<file path="src/rtl/spi_pkg.sv">
// Shared SPI types and constants for spi_byte_receiver and spi_decoder.
// Holds the frame state encoding and the RX count width helper.
package spi_pkg;

    typedef enum logic [1:0] {
        IDLE,
        SHIFT,
        HOLD
    } state_t;

    localparam int BITS_PER_BYTE = 8;

    // Width needed to count 0..max_bytes without wrapping.
    function automatic int RX_COUNT_W(input int max_bytes);
        return $clog2(max_bytes + 1);
    endfunction

endpackage

</file>
<file path="src/rtl/spi_byte_receiver_if.sv">
// Byte-level link between spi_byte_receiver (master) and spi_decoder (slave).
// Carries the received byte strobe/count and the byte to transmit next.
interface spi_byte_receiver_if #(
    parameter int MAX_BYTES_PER_CS = 2
);
    import spi_pkg::*;

    localparam int CW = RX_COUNT_W(MAX_BYTES_PER_CS);

    logic [7:0]    tx_byte;
    logic          data_valid;
    logic [CW-1:0] RX_Count;
    logic [7:0]    rx_byte;

    modport master (
        input  tx_byte,
        output data_valid,
        output RX_Count,
        output rx_byte
    );

    modport slave (
        output tx_byte,
        input  data_valid,
        input  RX_Count,
        input  rx_byte
    );

endinterface

</file>
<file path="src/rtl/spi_input_sync.sv">
// Multi-flop synchroniser for one async SPI pin with rise/fall detect.
// Edges are derived from the last sync stage against a one-cycle history flop.
module spi_input_sync #(
    parameter int   STAGES  = 2,
    parameter logic RST_VAL = 1'b0
) (
    input  logic clk,
    input  logic rst,
    input  logic i_async,
    output logic o_sync,
    output logic o_rise,
    output logic o_fall
);

    logic [STAGES-1:0] r_sync;
    logic              r_hist;

    // Shift the pin through the sync chain and keep one cycle of history.
    always_ff @(posedge clk or posedge rst) begin
        if (rst) begin
            r_sync <= {STAGES{RST_VAL}};
            r_hist <= RST_VAL;
        end else begin
            r_sync <= {r_sync[STAGES-2:0], i_async};
            r_hist <= r_sync[STAGES-1];
        end
    end

    assign o_sync = r_sync[STAGES-1];
    assign o_rise = r_sync[STAGES-1] & ~r_hist;
    assign o_fall = ~r_sync[STAGES-1] & r_hist;

endmodule

</file>
<file path="src/rtl/spi_byte_receiver.sv">
// SPI mode-0 peripheral front end: deserialises MOSI bytes, serialises MISO.
// Define SPI_OVERRUN_DETECT_EN to add o_overrun for bytes dropped in HOLD.
module spi_byte_receiver
    import spi_pkg::*;
#(
    parameter int MAX_BYTES_PER_CS = 2,
    parameter int SYNC_STAGES      = 2
) (
    input  logic clk,
    input  logic rst,
    input  logic i_spi_sclk,
    input  logic i_spi_cs_n,
    input  logic i_spi_mosi,
    output logic o_spi_miso,
`ifdef SPI_OVERRUN_DETECT_EN
    output logic o_overrun,
`endif
    spi_byte_receiver_if.master bus
);

    localparam int CW = RX_COUNT_W(MAX_BYTES_PER_CS);
    localparam logic [CW-1:0] LAST_CNT = CW'(MAX_BYTES_PER_CS - 1);
    localparam logic [2:0]    LAST_BIT = 3'(BITS_PER_BYTE - 1);

    logic w_sclk;
    logic w_sclk_rise;
    logic w_sclk_fall;
    logic w_cs_n;
    logic w_cs_rise;
    logic w_cs_fall;
    logic w_mosi;

    logic [SYNC_STAGES-1:0] r_mosi_sync;

    state_t        r_state;
    logic [2:0]    r_bit_cnt;
    logic [7:0]    r_rx_sh;
    logic [7:0]    r_tx_sh;
    logic [7:0]    r_rx_byte;
    logic [CW-1:0] r_rx_count;
    logic          r_data_valid;
    logic          r_miso;
`ifdef SPI_OVERRUN_DETECT_EN
    logic          r_overrun;
`endif

    spi_input_sync #(
        .STAGES  (SYNC_STAGES),
        .RST_VAL (1'b0)
    ) u_sync_sclk (
        .clk     (clk),
        .rst     (rst),
        .i_async (i_spi_sclk),
        .o_sync  (w_sclk),
        .o_rise  (w_sclk_rise),
        .o_fall  (w_sclk_fall)
    );

    spi_input_sync #(
        .STAGES  (SYNC_STAGES),
        .RST_VAL (1'b1)
    ) u_sync_cs (
        .clk     (clk),
        .rst     (rst),
        .i_async (i_spi_cs_n),
        .o_sync  (w_cs_n),
        .o_rise  (w_cs_rise),
        .o_fall  (w_cs_fall)
    );

    // MOSI only needs the same delay as SCLK so data lines up with its edge.
    always_ff @(posedge clk or posedge rst) begin
        if (rst) begin
            r_mosi_sync <= '0;
        end else begin
            r_mosi_sync <= {r_mosi_sync[SYNC_STAGES-2:0], i_spi_mosi};
        end
    end

    assign w_mosi = r_mosi_sync[SYNC_STAGES-1];

    // Frame FSM: byte assembly, MISO shifting and registered outputs.
    always_ff @(posedge clk or posedge rst) begin
        if (rst) begin
            r_state      <= IDLE;
            r_bit_cnt    <= '0;
            r_rx_sh      <= '0;
            r_tx_sh      <= '0;
            r_rx_byte    <= '0;
            r_rx_count   <= '0;
            r_data_valid <= 1'b0;
            r_miso       <= 1'b0;
`ifdef SPI_OVERRUN_DETECT_EN
            r_overrun    <= 1'b0;
`endif
        end else begin
            r_data_valid <= 1'b0;
`ifdef SPI_OVERRUN_DETECT_EN
            r_overrun    <= 1'b0;
`endif
            if (w_cs_rise) begin
                // Deselect wins over everything; partial byte is dropped.
                r_state   <= IDLE;
                r_bit_cnt <= '0;
                r_miso    <= 1'b0;
            end else begin
                case (r_state)
                    IDLE: begin
                        // SCLK edges coincident with select are not sampled.
                        if (w_cs_fall) begin
                            r_state    <= SHIFT;
                            r_bit_cnt  <= '0;
                            r_rx_count <= '0;
                            r_tx_sh    <= {bus.tx_byte[6:0], 1'b0};
                            r_miso     <= bus.tx_byte[7];
                        end
                    end
                    SHIFT: begin
                        if (w_sclk_rise) begin
                            r_rx_sh <= {r_rx_sh[6:0], w_mosi};
                            if (r_bit_cnt == LAST_BIT) begin
                                r_rx_byte    <= {r_rx_sh[6:0], w_mosi};
                                r_data_valid <= 1'b1;
                                r_rx_count   <= r_rx_count + 1'b1;
                                r_bit_cnt    <= '0;
                                if (r_rx_count == LAST_CNT) begin
                                    r_state <= HOLD;
                                    r_miso  <= 1'b0;
                                end else begin
                                    // Full byte: next fall presents its MSB.
                                    r_tx_sh <= bus.tx_byte;
                                end
                            end else begin
                                r_bit_cnt <= r_bit_cnt + 1'b1;
                            end
                        end else if (w_sclk_fall) begin
                            r_miso  <= r_tx_sh[7];
                            r_tx_sh <= {r_tx_sh[6:0], 1'b0};
                        end
                    end
                    HOLD: begin
                        r_miso <= 1'b0;
`ifdef SPI_OVERRUN_DETECT_EN
                        // Track bit position only to flag dropped bytes.
                        if (w_sclk_rise) begin
                            if (r_bit_cnt == LAST_BIT) begin
                                r_bit_cnt <= '0;
                                r_overrun <= 1'b1;
                            end else begin
                                r_bit_cnt <= r_bit_cnt + 1'b1;
                            end
                        end
`endif
                    end
                    default: begin
                        r_state <= IDLE;
                    end
                endcase
            end
        end
    end

    assign o_spi_miso     = r_miso;
    assign bus.data_valid = r_data_valid;
    assign bus.RX_Count   = r_rx_count;
    assign bus.rx_byte    = r_rx_byte;
`ifdef SPI_OVERRUN_DETECT_EN
    assign o_overrun      = r_overrun;
`endif

    // Synchronised levels are kept for observability of the pin state.
    logic w_unused;
    assign w_unused = w_sclk ^ w_cs_n;

endmodule

</file>
<file path="src/flat_wrapper.sv">
// flat-port wrapper written by rule: the top's interface ports become plain ports
module spi_byte_receiver_flat import spi_pkg::*;
#(
    parameter int MAX_BYTES_PER_CS = 2,
    parameter int SYNC_STAGES      = 2
)
  (clk, rst, i_spi_sclk, i_spi_cs_n, i_spi_mosi, o_spi_miso, bus_tx_byte, bus_data_valid, bus_RX_Count, bus_rx_byte);
  spi_byte_receiver_if #(.MAX_BYTES_PER_CS(MAX_BYTES_PER_CS)) bus_i ();
  input  logic clk;
  input  logic rst;
  input  logic i_spi_sclk;
  input  logic i_spi_cs_n;
  input  logic i_spi_mosi;
  output logic o_spi_miso;
  input wire logic [$bits(bus_i.tx_byte)-1:0] bus_tx_byte;
  output wire logic [$bits(bus_i.data_valid)-1:0] bus_data_valid;
  output wire logic [$bits(bus_i.RX_Count)-1:0] bus_RX_Count;
  output wire logic [$bits(bus_i.rx_byte)-1:0] bus_rx_byte;
  assign bus_i.tx_byte = bus_tx_byte;
  assign bus_data_valid = bus_i.data_valid;
  assign bus_RX_Count = bus_i.RX_Count;
  assign bus_rx_byte = bus_i.rx_byte;
  spi_byte_receiver #(.MAX_BYTES_PER_CS(MAX_BYTES_PER_CS), .SYNC_STAGES(SYNC_STAGES)) u_core (.clk(clk), .rst(rst), .i_spi_sclk(i_spi_sclk), .i_spi_cs_n(i_spi_cs_n), .i_spi_mosi(i_spi_mosi), .o_spi_miso(o_spi_miso), .bus(bus_i));
endmodule
</file>
<file path="config.mk">
export PLATFORM = sky130hd
export DESIGN_NAME = spi_byte_receiver_flat
export DESIGN_NICKNAME = d
export VERILOG_FILES = /design/src/rtl/spi_pkg.sv /design/src/rtl/spi_byte_receiver_if.sv /design/src/rtl/spi_input_sync.sv /design/src/rtl/spi_byte_receiver.sv /design/src/flat_wrapper.sv
export SDC_FILE = /design/constraint.sdc
export NUM_CORES = 1
export LEC_CHECK = 0
export CAP_MARGIN = 20
export CORE_UTILIZATION = 61
export CTS_BUF_LIST = sky130_fd_sc_hd__clkbuf_4 sky130_fd_sc_hd__clkbuf_8
export DETAILED_ROUTE_END_ITERATION = 8
export PLACE_DENSITY = 0.95
export SKIP_CTS_REPAIR_TIMING = 1
export SLEW_MARGIN = 10
export SYNTH_ARGS = -nofsm -noshare
export SYNTH_HDL_FRONTEND = slang
export SYNTH_HIERARCHICAL = 1
export SYNTH_SLANG_ARGS = --single-unit
</file>
<file path="constraint.sdc">
create_clock -name clk -period 4.7 [get_ports clk]
set_input_delay 0.94 -clock clk [delete_from_list [all_inputs] [get_ports clk]]
set_output_delay 0.94 -clock clk [all_outputs]
set_load 0.01 [all_outputs]
</file>
Word-level counts from Yosys, hierarchy flattened
Index checks and enable logic that the tools add are counted.
W data, S select, Z words.
- add/sub/neg operators: 2
- multiply operators: 0
- div/mod/pow operators: 0
- $lt $le $gt $ge: 0
- equal/unequal tests: 18
- shift operators: 0
- muxes and demuxes: 32
- bitwise logic cells: 9
- reductions and logical operators: 11
- operators by type and width (operator ; count):
    $mux W8 ; 5
    $mux W2 ; 8
    $pmux W8 S2 ; 1
    $reduce_and A5 Y1 ; 3
    $mux W3 ; 4
    $ne A3 B3 Y1 const B ; 4
    $mux W1 ; 10
    $ne A3 B2 Y1 const B ; 3
    $ne A4 B3 Y1 const B ; 2
    $ne A2 B2 Y1 const B ; 3
    $pmux W2 S3 ; 1
    $pmux W3 S2 ; 1
    $reduce_and A3 Y1 ; 2
    $reduce_and A6 Y1 ; 1
    $not A1 Y1 ; 5
    $and A1 B1 Y1 ; 4
    $eq A2 B1 Y1 const B ; 2
    $ne A4 B4 Y1 const B ; 1
    $pmux W2 S2 ; 1
    $reduce_and A4 Y1 ; 1
    $reduce_bool A4 Y1 ; 1
    $add A3 B1 Y3 const B ; 1
    $eq A3 B3 Y1 const B ; 1
    $pmux W1 S3 ; 1
    other kinds (6) ; 6
- flip-flop bits (word level): 40
- bits in latches: 0
- bits in writable memories: 0
- ROM bits: 0
- bits of input ports: 13
- output and inout bits: 12
- logic and storage cells: 85
- memories: 0

Logic depth before layout (Yosys ltp)
- depth after elaboration: 6
- depth in mapped cells: 7
- mapped depth without buffers: 6

Modules after synthesis
Netlist, hierarchy kept.
- modules (own cells, without submodules) (module ; instances ; cells each ; area an instance (um^2) ; seq. area each (um^2)):
    spi_byte_receiver ; 1 ; 141 ; 1706.6 ; 850.8
    spi_input_sync at u_core.u_sync_cs ; 1 ; 6 ; 97.6 ; 78.8
    spi_input_sync at u_core.u_sync_sclk ; 1 ; 6 ; 93.8 ; 75.1

Worst setup path after synthesis
Ideal clock, no wire load.
- path kind: register -> register
- start point: reg u_core.r_state[1]
- end point: reg u_core.r_tx_sh[0]
- setup time: 125 ps
- arrival: 1954 ps
- required time: 4575 ps
- path slack: 2621 ps
- stages on the path, launching flop included: 8
- buffers on the path: 1
- period minus slack after synthesis: 2079 ps
- cell sequence: dfrtp_1 inv_1 ha_1 and2b_4 o21bai_1 or4_4 buf_6 mux2_4
- word-level cells in the longest chain between the ends: 3
- elaborated cells between the ends (all ways): 9
- those cells by class: 5 x eq/ne; 1 x mux; 3 x reduce/logical
- ends and longest elaborated chain (element ; line ; RTL):
    from (decl) ; spi_byte_receiver.sv:35 ; state_t r_state;
    from (signal assigned) ; spi_byte_receiver.sv:85 ; r_state <= IDLE;
    from (signal assigned) ; spi_byte_receiver.sv:103 ; r_state <= IDLE;
    from (signal assigned) ; spi_byte_receiver.sv:111 ; r_state <= SHIFT;
    $eq A2 B1 Y1 / $logic_not A2 Y1 (equally long branches) ; spi_byte_receiver.sv:107 ; case (r_state)
    $ne A3 B2 Y1 (no source line) (tied with other cells) ; n/a ;
    $reduce_and A6 Y1 (no source line) ; n/a ;
    to (signal assigned) ; spi_byte_receiver.sv:114 ; r_tx_sh <= {bus.tx_byte[6:0], 1'b0};
    to (signal assigned) ; spi_byte_receiver.sv:131 ; r_tx_sh <= bus.tx_byte;
    to (signal assigned) ; spi_byte_receiver.sv:138 ; r_tx_sh <= {r_tx_sh[6:0], 1'b0};
    to (decl) ; spi_byte_receiver.sv:38 ; logic [7:0] r_tx_sh;
Several ways; a longest one is shown, not always the timed one.
A chain may end at the register's enable or synchronous reset.

Final worst setup path
- start point: reg u_core.r_state[1]
- end point: reg u_core.r_tx_sh[7]
Same word-level chain as after synthesis.

==> summary.md <==
| Metric | Value |
|---|---|
| Share of cells above drive strength 1 | `23.3%` |
| TritonCTS Sinks | `40` |
| CTS max path bufs | `2` |
| Area of the multi-input gates | `around 830 µm²` |
| Dpl ws | `between 2 and 2.5 ns` |
| Final Hold Vio Count | `0` |
| Top FF cell, synth | `dfrtp_1` |
| Post-synthesis compound-gate area fraction | `under 10%` |
| Initial DRC Count | `41` |
| Remaining antenna violation count | `0` |
| Critical path data required time | `4.95 ns` |
| Mapped Cells | `roughly 150` |
| # DRC | `1` |
| Synth top area share | `between 40% and 50%` |
| Mux cell area share after synthesis | `21.1%` |
| GR Overflow Total | `0` |
| Hold slack final | `0.365 ns` |
| First-pass GRT wire length | `~5.8 mm` |
| Width of the die | `between 50 and 60 µm` |
| Port bufs | `24` |
| CTS tree | `done` |
| Static leakage | `between 1 and 1.5 nW` |
| Power Density | `476 mW/mm²` |
| Total nets after synthesis | `approximately 170` |
| #FFs+latches synth | `40` |
| Unrepaired setup endpoints after global routing | `false` |
| Sum of negative setup slack | `0 ns` |
| Fin worst setup slack | `2.17 ns` |
| Synth area leaders | `dfrtp_1 49%, mux2_2 9.5%, mux2_4 6.3%, mux2i_1 5.3%, ha_1 4.6%` |
| Core area | `roughly 0.0029 mm²` |
| Fin area | `between 0.002 and 0.0025 mm²` |
| Routed WL | `between 3 and 4 mm` |
| Area growth syn-to-layout | `17.9%` |
| Vias in the first global route | `around 1.3k` |
| Worst slew pin tran | `approximately 0.73 ns` |
| Slew HR | `roughly half` |
| Clock Tree Root | `clkbuf_4` |
| R2r startpoint | `u_core/r_state[1]` |
| Core Util, Final | `approximately 78%` |
| ANT cells | `0` |
| Register Area | `about 0.001 mm²` |
| Largest net degree at the start of global routing | `35` |
| Simple-Gate Fraction of Synth Area | `about an eighth` |
| Row count | `19` |
| Most frequent cells in the layout | `37 x dfrtp_1, 24 x clkdlybuf4s50_1, 16 x mux2_2` |
| Number of H-tree levels | `2` |
| Reg2reg end | `u_core/r_tx_sh[7]` |
| Clk_lat worst skew | `around 0.35 ns` |
| Dpl cell area | `0.00216 mm²` |
| Startpoint types | `flop` |
| Final Max Tran Viols | `0` |
| Clk_skew | `between 0.004 and 0.005 ns` |
| Sequential area share after synthesis | `52.9%` |
| Post-synth cell types | `32` |
| Routed len/inst | `around 17 µm` |
| Post-synthesis adder-cell area fraction | `under 10%` |
| Num ports | `25` |
| Initial core utilization | `roughly two thirds` |
| Min-Delay Path Depth | `0` |
| Area of the die | `around 0.0033 mm²` |
| Hold endpoint | `u_core/u_sync_cs/r_sync[1]` |
| HP Class | `reg -> reg` |
| Die height | `slightly below 60 µm` |
| GRT Util Overall | `about 24%` |
| Endpoints failing setup | `0` |
| Synthesized area | `around 0.0019 mm²` |
| Post-synth EDFFs | `0` |
| Clk pin slew, worst setup/hold paths | `approximately 0.11 ns` |
| Hold path start | `u_core/u_sync_cs/r_sync[0]` |
| NumNets Final | `approximately 200` |
| Placer Congestion | `about 0.80` |
| Area leader, netlist | `dfrtp_1` |
| Max cap viols | `0` |
| DP HPWL | `2.50 mm` |
| Vias/cell | `between 6 and 7` |
| Cts bufs inserted | `5` |
| Internal reg-to-reg setup slack | `around 2.2 ns` |
| Initial antenna violation count | `0` |
| Outcome | `finished with violations` |
| Fillers | `around 170` |
| Synth Warn # | `6` |
| Crit path DAT | `around 2.8 ns` |
| Largest family of logic cells by synthesized area | `multiplexers` |
| CP max FO | `23` |
| Placed insts | `between 200 and 250` |
| Via Count | `roughly 1.3k` |
| Nature of the critical path endpoint | `flop` |
| Reg2reg path depth | `5` |
| Fin cells | `around 210` |
| Commonest non-fill, non-tap cell in the layout | `dfrtp_1` |
| F_max | `between 300 and 400 MHz` |
| Synthesized area per cell | `between 10 and 15 µm²` |
| Failing checks | `design-rule violations` |
| Tot Pwr | `between 1 and 1.5 mW` |
| Critical path type | `reg -> reg` |
| Async SR Flop Fraction | `100%` |
| Pre-antenna DRT Iters | `6` |
| XOR/XNOR Fraction of Synth Area | `0%` |
| Fin crit share | `a little over half` |
| Period minus WS final | `approximately 2.5 ns` |
| VDD IR max | `between 0.0002 and 0.0003 V` |
[state kept, by name, summed over array words and instances (netlist names)]
signal                     count
u_core/bus.RX_Count            2
u_core/bus.data_valid          1
u_core/bus.rx_byte             8
u_core/o_spi_miso              1
u_core/r_bit_cnt               3
u_core/r_mosi_sync             2
u_core/r_rx_sh                 7
u_core/r_state                 2
u_core/r_tx_sh                 8
u_core/u_sync_cs/r_hist        1
u_core/u_sync_cs/r_sync        2
u_core/u_sync_sclk/r_hist      1
u_core/u_sync_sclk/r_sync      2
[cells by family (layout without fill, tap and decap cells)]
logic type	Yosys count	in the layout
adder cells (fa/ha/maj)	7	7
AO/OA/AOI/OAI	15	15
AND/OR/NAND/NOR	43	43
multiplexers	34	34
flip-flops	40	40
buffers and inverters	14	41
[worst max-delay path, cell delays in order (launching register included)]
cell	delay, ns
dfrtp_1	0.44
inv_1	0.13
ha_1	0.63
o21bai_1	0.22
or4_4	0.67
mux2_4	0.34
[worst max path at each step]
stage	from	endpoint	slack, ns	cells after the start
after floorplan	u_core/r_state[1]	u_core/r_tx_sh[0]	2.62	7
after global placement	u_core/r_state[1]	u_core/r_tx_sh[1]	2.37	5
after detailed placement	u_core/r_state[1]	u_core/r_tx_sh[7]	2.22	5
after CTS	u_core/r_state[1]	u_core/r_tx_sh[7]	2.22	5
after global routing	u_core/r_state[1]	u_core/r_tx_sh[7]	2.09	5
final	u_core/r_state[1]	u_core/r_tx_sh[7]	2.17	5
[metal layers]
layer  GRT usage [%]  wire length (µm)  up-vias
met1            28.3              1460      644
met2            41.4              1840       36
li1                -                 -      586
met5               0                 0        -
met3            7.59               188        6
met4            9.18                54        0
[power breakdown]
part	internal, mW	switching, mW	leakage, nW
registers	0.419	0.0500	0.512
clock network	0.111	0.114	0.0412
logic	0.200	0.170	0.501
total	0.730	0.334	1.05
[cells in the mapped netlist (all sizes together) (2+ instances only)]
cell type and n:
a21oi 9, a311oi 2, and2b 3, and3 2
buf 3, clkbuf 4, dfrtp 37, dfstp 3
ha 7, inv 7, mux2 24, mux2i 10
nand2b 4, nand4b 2, nor2 12, nor2b 6
nor3 7, nor4 2
[area by class of cell]
| class | instances | share of cell area, % |
|---|---|---|
| Sequential cell | 40 | 44.9 |
| Multi-Input combinational cell | 99 | 37.2 |
| Inverter | 7 | 1.17 |
| Tap cell | 31 | 1.73 |
| Timing Repair Buffer | 26 | 11.4 |
| Clock buffer | 5 | 1.68 |
| Clock inverter | 3 | 1.90 |
Power figures use the tool's default switching activity.
